--- config.mk ---
export PLATFORM = sky130hd
export DESIGN_NAME = if_stage
export DESIGN_NICKNAME = d
export VERILOG_FILES = /design/src/rtl/if_stage.sv
export SDC_FILE = /design/constraint.sdc
export NUM_CORES = 1
export LEC_CHECK = 0
export ABC_AREA = 1
export BUFFER_PORTS_ARGS = -buffer_cell sky130_fd_sc_hd__buf_2
export CORE_MARGIN = 10
export CORE_UTILIZATION = 55
export CTS_CLUSTER_DIAMETER = 30
export DETAILED_ROUTE_END_ITERATION = 6
export PLACE_DENSITY = 0.81
export SYNTH_ARGS = -nofsm -noshare
export SYNTH_HDL_FRONTEND = slang
export SYNTH_SLANG_ARGS = --single-unit
export TNS_END_PERCENT = 30
--- constraint.sdc ---
create_clock -name clk -period 3.19 [get_ports clk]
set_clock_uncertainty 0.05 [all_clocks]
set_input_delay 0.1595 -clock clk [delete_from_list [all_inputs] [get_ports clk]]
set_output_delay 0.1595 -clock clk [all_outputs]
set_load 0.01 [all_outputs]
--- src/rtl/if_stage.sv ---
// Instruction-fetch stage: holds the PC, fetches over an imem req/ack handshake, presents Instr.
// Optional fetch watchdog enabled by `define IF_TIMEOUT_EN (adds TIMEOUT_CYCLES and a live fetch_err).
module if_stage #(
  parameter logic [31:0] RESET_PC       = 32'h0000_0000,
`ifdef IF_TIMEOUT_EN
  parameter int          TIMEOUT_CYCLES = 16,
`endif
  parameter int          CNT_W          = 32
) (
  input  logic             clk,
  input  logic             Reset,
  input  logic             PC_sel,
  input  logic             PC_LdEn,
  output logic             imem_req,
  output logic [31:0]      imem_addr,
  input  logic             imem_ack,
  input  logic [31:0]      imem_rdata,
  output logic [31:0]      Instr,
  output logic             Instr_valid,
  output logic [31:0]      PC,
  output logic [CNT_W-1:0] instr_count,
  output logic             fetch_err
);

  typedef enum logic [1:0] {S_IDLE, S_FETCH, S_EXEC} state_t;

  state_t           r_state;
  logic [31:0]      r_pc;
  logic [31:0]      r_instr;
  logic             r_valid;
  logic             r_req;
  logic [CNT_W-1:0] r_count;

  logic [31:0]      w_offset;
  logic [31:0]      w_pc_next;
  logic             w_timeout;

  // NOTE: every signal written in always_comb gets a default first, so no path leaves it unassigned (no latch).
  always_comb begin
    w_offset = 32'h0;
    if (PC_sel)
      w_offset = {{14{r_instr[15]}}, r_instr[15:0], 2'b00};
    w_pc_next = r_pc + 32'd4 + w_offset;
  end

`ifdef IF_TIMEOUT_EN
  localparam int TW = $clog2(TIMEOUT_CYCLES + 1);

  logic [TW-1:0] r_tcnt;
  logic          r_err;

  // Counter sits at zero outside FETCH, so it is implicitly cleared on every FETCH entry.
  assign w_timeout = (r_state == S_FETCH) && !imem_ack &&
                     (r_tcnt == TW'(TIMEOUT_CYCLES - 1));

  always_ff @(posedge clk or posedge Reset) begin
    if (Reset) begin
      r_tcnt <= '0;
      r_err  <= 1'b0;
    end else begin
      if (r_state != S_FETCH || w_timeout)
        r_tcnt <= '0;
      else if (!imem_ack)
        r_tcnt <= r_tcnt + TW'(1);
      if (w_timeout)
        r_err <= 1'b1;
    end
  end

  assign fetch_err = r_err;
`else
  assign w_timeout = 1'b0;
  assign fetch_err = 1'b0;
`endif

  // NOTE: sequential state uses non-blocking assignments so every register updates from pre-edge values.
  always_ff @(posedge clk or posedge Reset) begin
    if (Reset) begin
      r_state <= S_IDLE;
      r_pc    <= RESET_PC;
      r_instr <= 32'h0;
      r_valid <= 1'b0;
      r_req   <= 1'b0;
      r_count <= '0;
    end else begin
      case (r_state)
        S_IDLE: begin
          r_state <= S_FETCH;
          r_req   <= 1'b1;
        end
        S_FETCH: begin
          if (imem_ack || w_timeout) begin
            r_instr <= imem_ack ? imem_rdata : 32'h0;
            r_valid <= 1'b1;
            r_req   <= 1'b0;
            r_state <= S_EXEC;
          end
        end
        S_EXEC: begin
          if (PC_LdEn) begin
            r_pc    <= w_pc_next;
            r_count <= r_count + CNT_W'(1);
            r_instr <= 32'h0;
            r_valid <= 1'b0;
            r_req   <= 1'b1;
            r_state <= S_FETCH;
          end
        end
        default: begin
          r_state <= S_IDLE;
          r_req   <= 1'b0;
          r_valid <= 1'b0;
          r_instr <= 32'h0;
        end
      endcase
    end
  end

  assign imem_req    = r_req;
  assign imem_addr   = r_pc;
  assign PC          = r_pc;
  assign Instr       = r_instr;
  assign Instr_valid = r_valid;
  assign instr_count = r_count;

endmodule

After elaboration in Yosys (flattened, before gate mapping)
Index checks and enable logic that the tools add are counted.
Word-level totals
  flip-flop bits (word level): 100
  input bits: 37
  logic and storage cells: 31
  output and inout port bits: 131
Cells by class
  $add $sub $neg: 3
  bitwise operators: 1
  reduce and logical (&&, ||, !) cells: 4
  eq/ne operators: 4
  muxes and demuxes: 13
Operators by type and width (number)
  two-way mux 32 bit: 3
  case mux 32 bit (3 select lines): 1
  adder 32 x 1 -> 32 bit, second input constant: 1
  adder 32 x 3 -> 32 bit, second input constant: 1
  adder 32 bit: 1
  case mux 1 bit (3 select lines): 2
  case mux 2 bit (3 select lines): 1
  two-way mux 1 bit: 4
  two-way mux 2 bit: 2
  != test 2 bit, second input constant: 2
  AND reduction 2 bit: 2
  AND reduction 3 bit: 1
  equality test 2 x 1 -> 1 bit, second input constant: 1
  equality test 2 bit, second input constant: 1
  zero test 2 bit: 1
  NOT 1 bit: 1

Depth between registers and ports, before layout
  depth after elaboration: 3
  mapped depth: 18
  depth with buffers taken out: 16

Worst setup path before layout
Ideal clock, no wire load.
  kind: register -> register
  start point: register r_instr[15] (netlist: Instr[15])
  end point: register r_pc[24] (netlist: PC[24])
  period minus slack after synthesis: 2.395 ns
  path buffers: 1
  setup slack: 0.795 ns
  data required time: 3.009 ns
  setup time: 0.131 ns
  stages on the path, launching flop included: 15
  arrival: 2.214 ns
  path through: dfrtp_1 nand2_1 clkbuf_1 inv_1 ha_1 ha_1 nand2_1 nor2_1 nand2_1 nor2_1 nand2_1 nand3_1 nand2_1 nand3_1 o21ai_0
Between the ends
  cells in the longest elaborated chain, start to end: 2
RTL lines
  start, declared: RTL line 29  | logic [31:0] r_instr;
  start signal, assigned: RTL line 93  | r_instr <= imem_ack ? imem_rdata : 32'h0;
  two-way mux 32 bit: RTL line 41  | if (PC_sel)
  adder 32 bit: RTL line 43  | w_pc_next = r_pc + 32'd4 + w_offset;
  end signal, assigned: RTL line 101  | r_pc <= w_pc_next;
  end, declared: RTL line 28  | logic [31:0] r_pc;
Every way passes these cells.
A chain may end at the register's enable or synchronous reset.

Worst setup path in the final report
  start point: register r_instr[15] (netlist: Instr[15])
  end point: register r_pc[28] (netlist: PC[28])
The elaborated chain is that of the path after synthesis.

==> results.sh <==
export IMPL_status="finished, final reports clean"
export IMPL_synth_compound_area_share=0.02793
export IMPL_fp_dieH_um=134.9
export IMPL_multiInputGateArea_um2=3892
export IMPL_drive_gt1_frac=0.1684
export IMPL_avgViaCountPerCell=5.047
export IMPL_track_usage=0.2307
export IMPL_crit_slowest_cell="ha_1"
export IMPL_cts_inserted_buffers=9
export IMPL_yosysSeqAreaShare=0.3344
export IMPL_p_per_area_nw_per_um2=758.8
export IMPL_crit_chain="nand2_1, clkinv_1, ha_1, ha_1, nand2_1, nor2_1, nand2_1, nor2_1, nand2_1, nand2_1, nand2_1, nand3_1, nand2_1"
export IMPL_crit_cells=13
export IMPL_grt_max_degree=98
export IMPL_path_delay_family="simple AND/OR/NAND/NOR gates"
export IMPL_fin_crit_sh=0.8305
export IMPL_grt_first_pass_wirelength_um=34530
export IMPL_finalCriticalPeriod_ns=2.649
export IMPL_post_cts_setup_buffers=0
export IMPL_rr_startpoint="Instr[15]$_DFFE_PP0P_"
export IMPL_r2r_end="PC[28]$_DFFE_PP0P_"
export IMPL_dp_slack_ns=0.5737
export IMPL_rsz0062_at_grt="no"
export IMPL_start_kind="register"
export IMPL_synthXorXnorAreaFrac=0.04827
export IMPL_worst_path_max_fanout=10
export IMPL_maxCapViolations=0
export IMPL_final_nets=1322
export IMPL_crit_end="PC[28]$_DFFE_PP0P_"
export IMPL_placed_area_um2=8010
export IMPL_ff2ff_path_depth=13
export IMPL_gp_congestion=0.9166
export IMPL_slew_headroom=0.2641
export IMPL_grt_pass1_vias=7087
export IMPL_p_leak_nw=5.246
export IMPL_hpwl_um=15460
export IMPL_regArea_um2=2427
export IMPL_wirelength_um=20660
export IMPL_tns_ns=0
export IMPL_endpoint_kind="register"
export IMPL_area_delta_synth_final_pct=19.88
export IMPL_num_vias=7137
export IMPL_maxSlewViolCount=0
export IMPL_grt_overflow=0
export IMPL_syn_area_um2=7258
export IMPL_cts_root_buf="clkbuf_16"
export IMPL_arrival_ns=2.83
export IMPL_cp_required_ns=3.37
export IMPL_drc=0
export IMPL_port_buffers=162
export IMPL_cts_htree_levels=3
export IMPL_wl_per_cell_um=14.61
export IMPL_ir_worst_vdd_v=0.0004366
export IMPL_cts_tree="yes"
export IMPL_hold_path_class="input pin to register"
export IMPL_fin_ws_ns=0.5407
export IMPL_design_area_um2=8701
export IMPL_antenna_found_initial=1
export IMPL_syn_area_per_cell_um2=6.739
export IMPL_core_area_um2=12770
export IMPL_io_pins=168
export IMPL_crit_path_start="Instr[15]$_DFFE_PP0P_"
export IMPL_cts_repair_resized=0
export IMPL_synthSimpleGateAreaFrac=0.3717
export IMPL_ys_ff_latch=97
export IMPL_setup_viol=0
export IMPL_cp_common_cell="nand2_1"
export IMPL_worst_pin_slew_ns=1.101
export IMPL_hold_viol_final=0
export IMPL_path_buf_inv=1
export IMPL_drt_iter0_drc=470
export IMPL_synth_cell_types=34
export IMPL_clk_latency_ns=0.35
export IMPL_r2r_slack_ns=0.54
export IMPL_nFillCells=1083
export IMPL_synthCells=1077
export IMPL_antenna_left=0
export IMPL_critPathMaxStageDelay_ns=0.41
export IMPL_dieArea_um2=18190
export IMPL_critical_path_class="register to register"
export IMPL_die_w_um=134.9
export IMPL_synth_top_family_by_area="simple AND/OR/NAND/NOR gates"
export IMPL_clock_sinks=97
export IMPL_max_freq_mhz=377.5
export IMPL_cts_clk_slew_worst_paths_ns=0.07
export IMPL_synth_mux_area_frac=0
export IMPL_rows=41
export IMPL_cts_buffer_depth=2
export IMPL_start_util=0.5682
export IMPL_hold_slack_ns=0.05945
export IMPL_synth_fa_ha_area_frac=0.08550
export IMPL_ys_warn_count=0
export IMPL_drt_first_pass_iters=6
power breakdown:
| group | total, W | internal, W | switching (W) |
|---|---|---|---|
| Combinational | 0.00320 | 0.00120 | 0.00201 |
| Sequential | 0.00209 | 0.00166 | 0.000435 |
| Clock | 0.00131 | 0.000800 | 0.000507 |
cell usage after synthesis:
| library cell | number | area share |
|---|---|---|
| a21o_1 | 2 | 0.0021 |
| a21oi_1 | 14 | 0.0097 |
| and2_1 | 1 | 0.00086 |
| buf_2 | 4 | 0.0028 |
| buf_4 | 35 | 0.036 |
| clkbuf_1 | 17 | 0.0088 |
| clkbuf_2 | 1 | 0.00069 |
| clkinv_1 | 1 | 0.00052 |
| conb_1 | 1 | 0.00052 |
| dfrtp_1 | 97 | 0.33 |
| fa_1 | 1 | 0.0028 |
| ha_1 | 48 | 0.083 |
| inv_1 | 159 | 0.082 |
| inv_2 | 1 | 0.00052 |
| nand2_1 | 410 | 0.21 |
| nand2_2 | 2 | 0.0017 |
| nand2_4 | 1 | 0.0016 |
| nand3_1 | 84 | 0.058 |
| nand3_2 | 1 | 0.0014 |
| nand3_4 | 1 | 0.0024 |
| nand3b_1 | 11 | 0.011 |
| nand4_1 | 7 | 0.0060 |
| nand4_2 | 1 | 0.0017 |
| nor2_1 | 85 | 0.044 |
| nor2_2 | 3 | 0.0026 |
| nor2_4 | 3 | 0.0047 |
| nor3_1 | 13 | 0.0090 |
| nor3_2 | 6 | 0.0083 |
| nor3_4 | 2 | 0.0045 |
| o21ai_0 | 22 | 0.015 |
| o21bai_1 | 1 | 0.0010 |
| or2_2 | 2 | 0.0017 |
| xnor2_1 | 17 | 0.021 |
| xor2_1 | 23 | 0.028 |
repair_timing:
action / CTS / global route
endpoints found under the hold margin: 129 / 0
hold buffers: 33 / 0
setup endpoints to repair: 0 / 0
metal layers:
layer / vias to the layer above / track usage / wire (um)
met5: - / 0 / 0
met4: 0 / 0.1046 / 760
met3: 56 / 0.04896 / 1292
met2: 248 / 0.3920 / 10050
met1: 3246 / 0.2731 / 8555
li1: 3587 / - / -
cells in the final DEF (no fill, tap or decap), types with 14 or more instances in the layout:
master,count
a21oi_1,14
buf_2,162
dfrtp_1,97
dlygate4sd3_1,33
ha_1,48
inv_1,158
nand2_1,410
nand3_1,84
nor2_1,84
o21ai_0,22
xnor2_1,17
xor2_1,23
layout make-up:
cell class	instances	area share
clock buffers	10	0.02747
flip-flops and latches	97	0.2790
repair buffers	201	0.1378
diodes	1	0.0002876
clock inverters	6	0.01366
inverters	161	0.06974
multi-input cells	766	0.4474
well taps	172	0.02473
worst min-delay path by stage:
stage,startpoint,endpoint,slack (ns),cells past startpoint
after floorplan,imem_rdata[16],Instr[16]$_DFFE_PP0P_,0.25,2
after global placement,Reset,instr_count[7]$_DFFE_PP0P_,0.28,3
after detailed placement,Reset,Instr[17]$_DFFE_PP0P_,0.28,3
after CTS,PC_LdEn,r_state[0]$_DFFE_PP0P_,0.05,3
after global routing,PC_LdEn,r_state[0]$_DFFE_PP0P_,0.07,3
final,PC_LdEn,r_state[0]$_DFFE_PP0P_,0.06,3
worst min-delay path: stages:
cell and delay [ns]:
buf_2 0.12, inv_1 0.06, o21ai_0 0.07
cells by family (layout without fill, tap and decap cells):
logic type,after synthesis,count (layout)
buf+inv,218,378
flops,97,97
other cells,1,6
xor+xnor,40,40
compound gates,39,39
fa+ha+maj,49,49
simple gates,633,633
through the flow:
step	util	power [W]	std cells
5_1_grt	0.6812	0.007128	1414
3_3_place_gp	0.6271	0.005194	1364
3_5_place_dp	0.6271	0.005258	1364
6_report	0.6812	0.006602	1414
4_1_cts	0.6810	0.006627	1413
2_1_floorplan	-	0.004258	1081
flip-flops by register name, summed over array words and instances, names as in the netlist:
register / cells
PC: 30
Instr_valid: 1
r_state: 2
Instr: 32
instr_count: 32
Power figures use the tool's default switching activity.
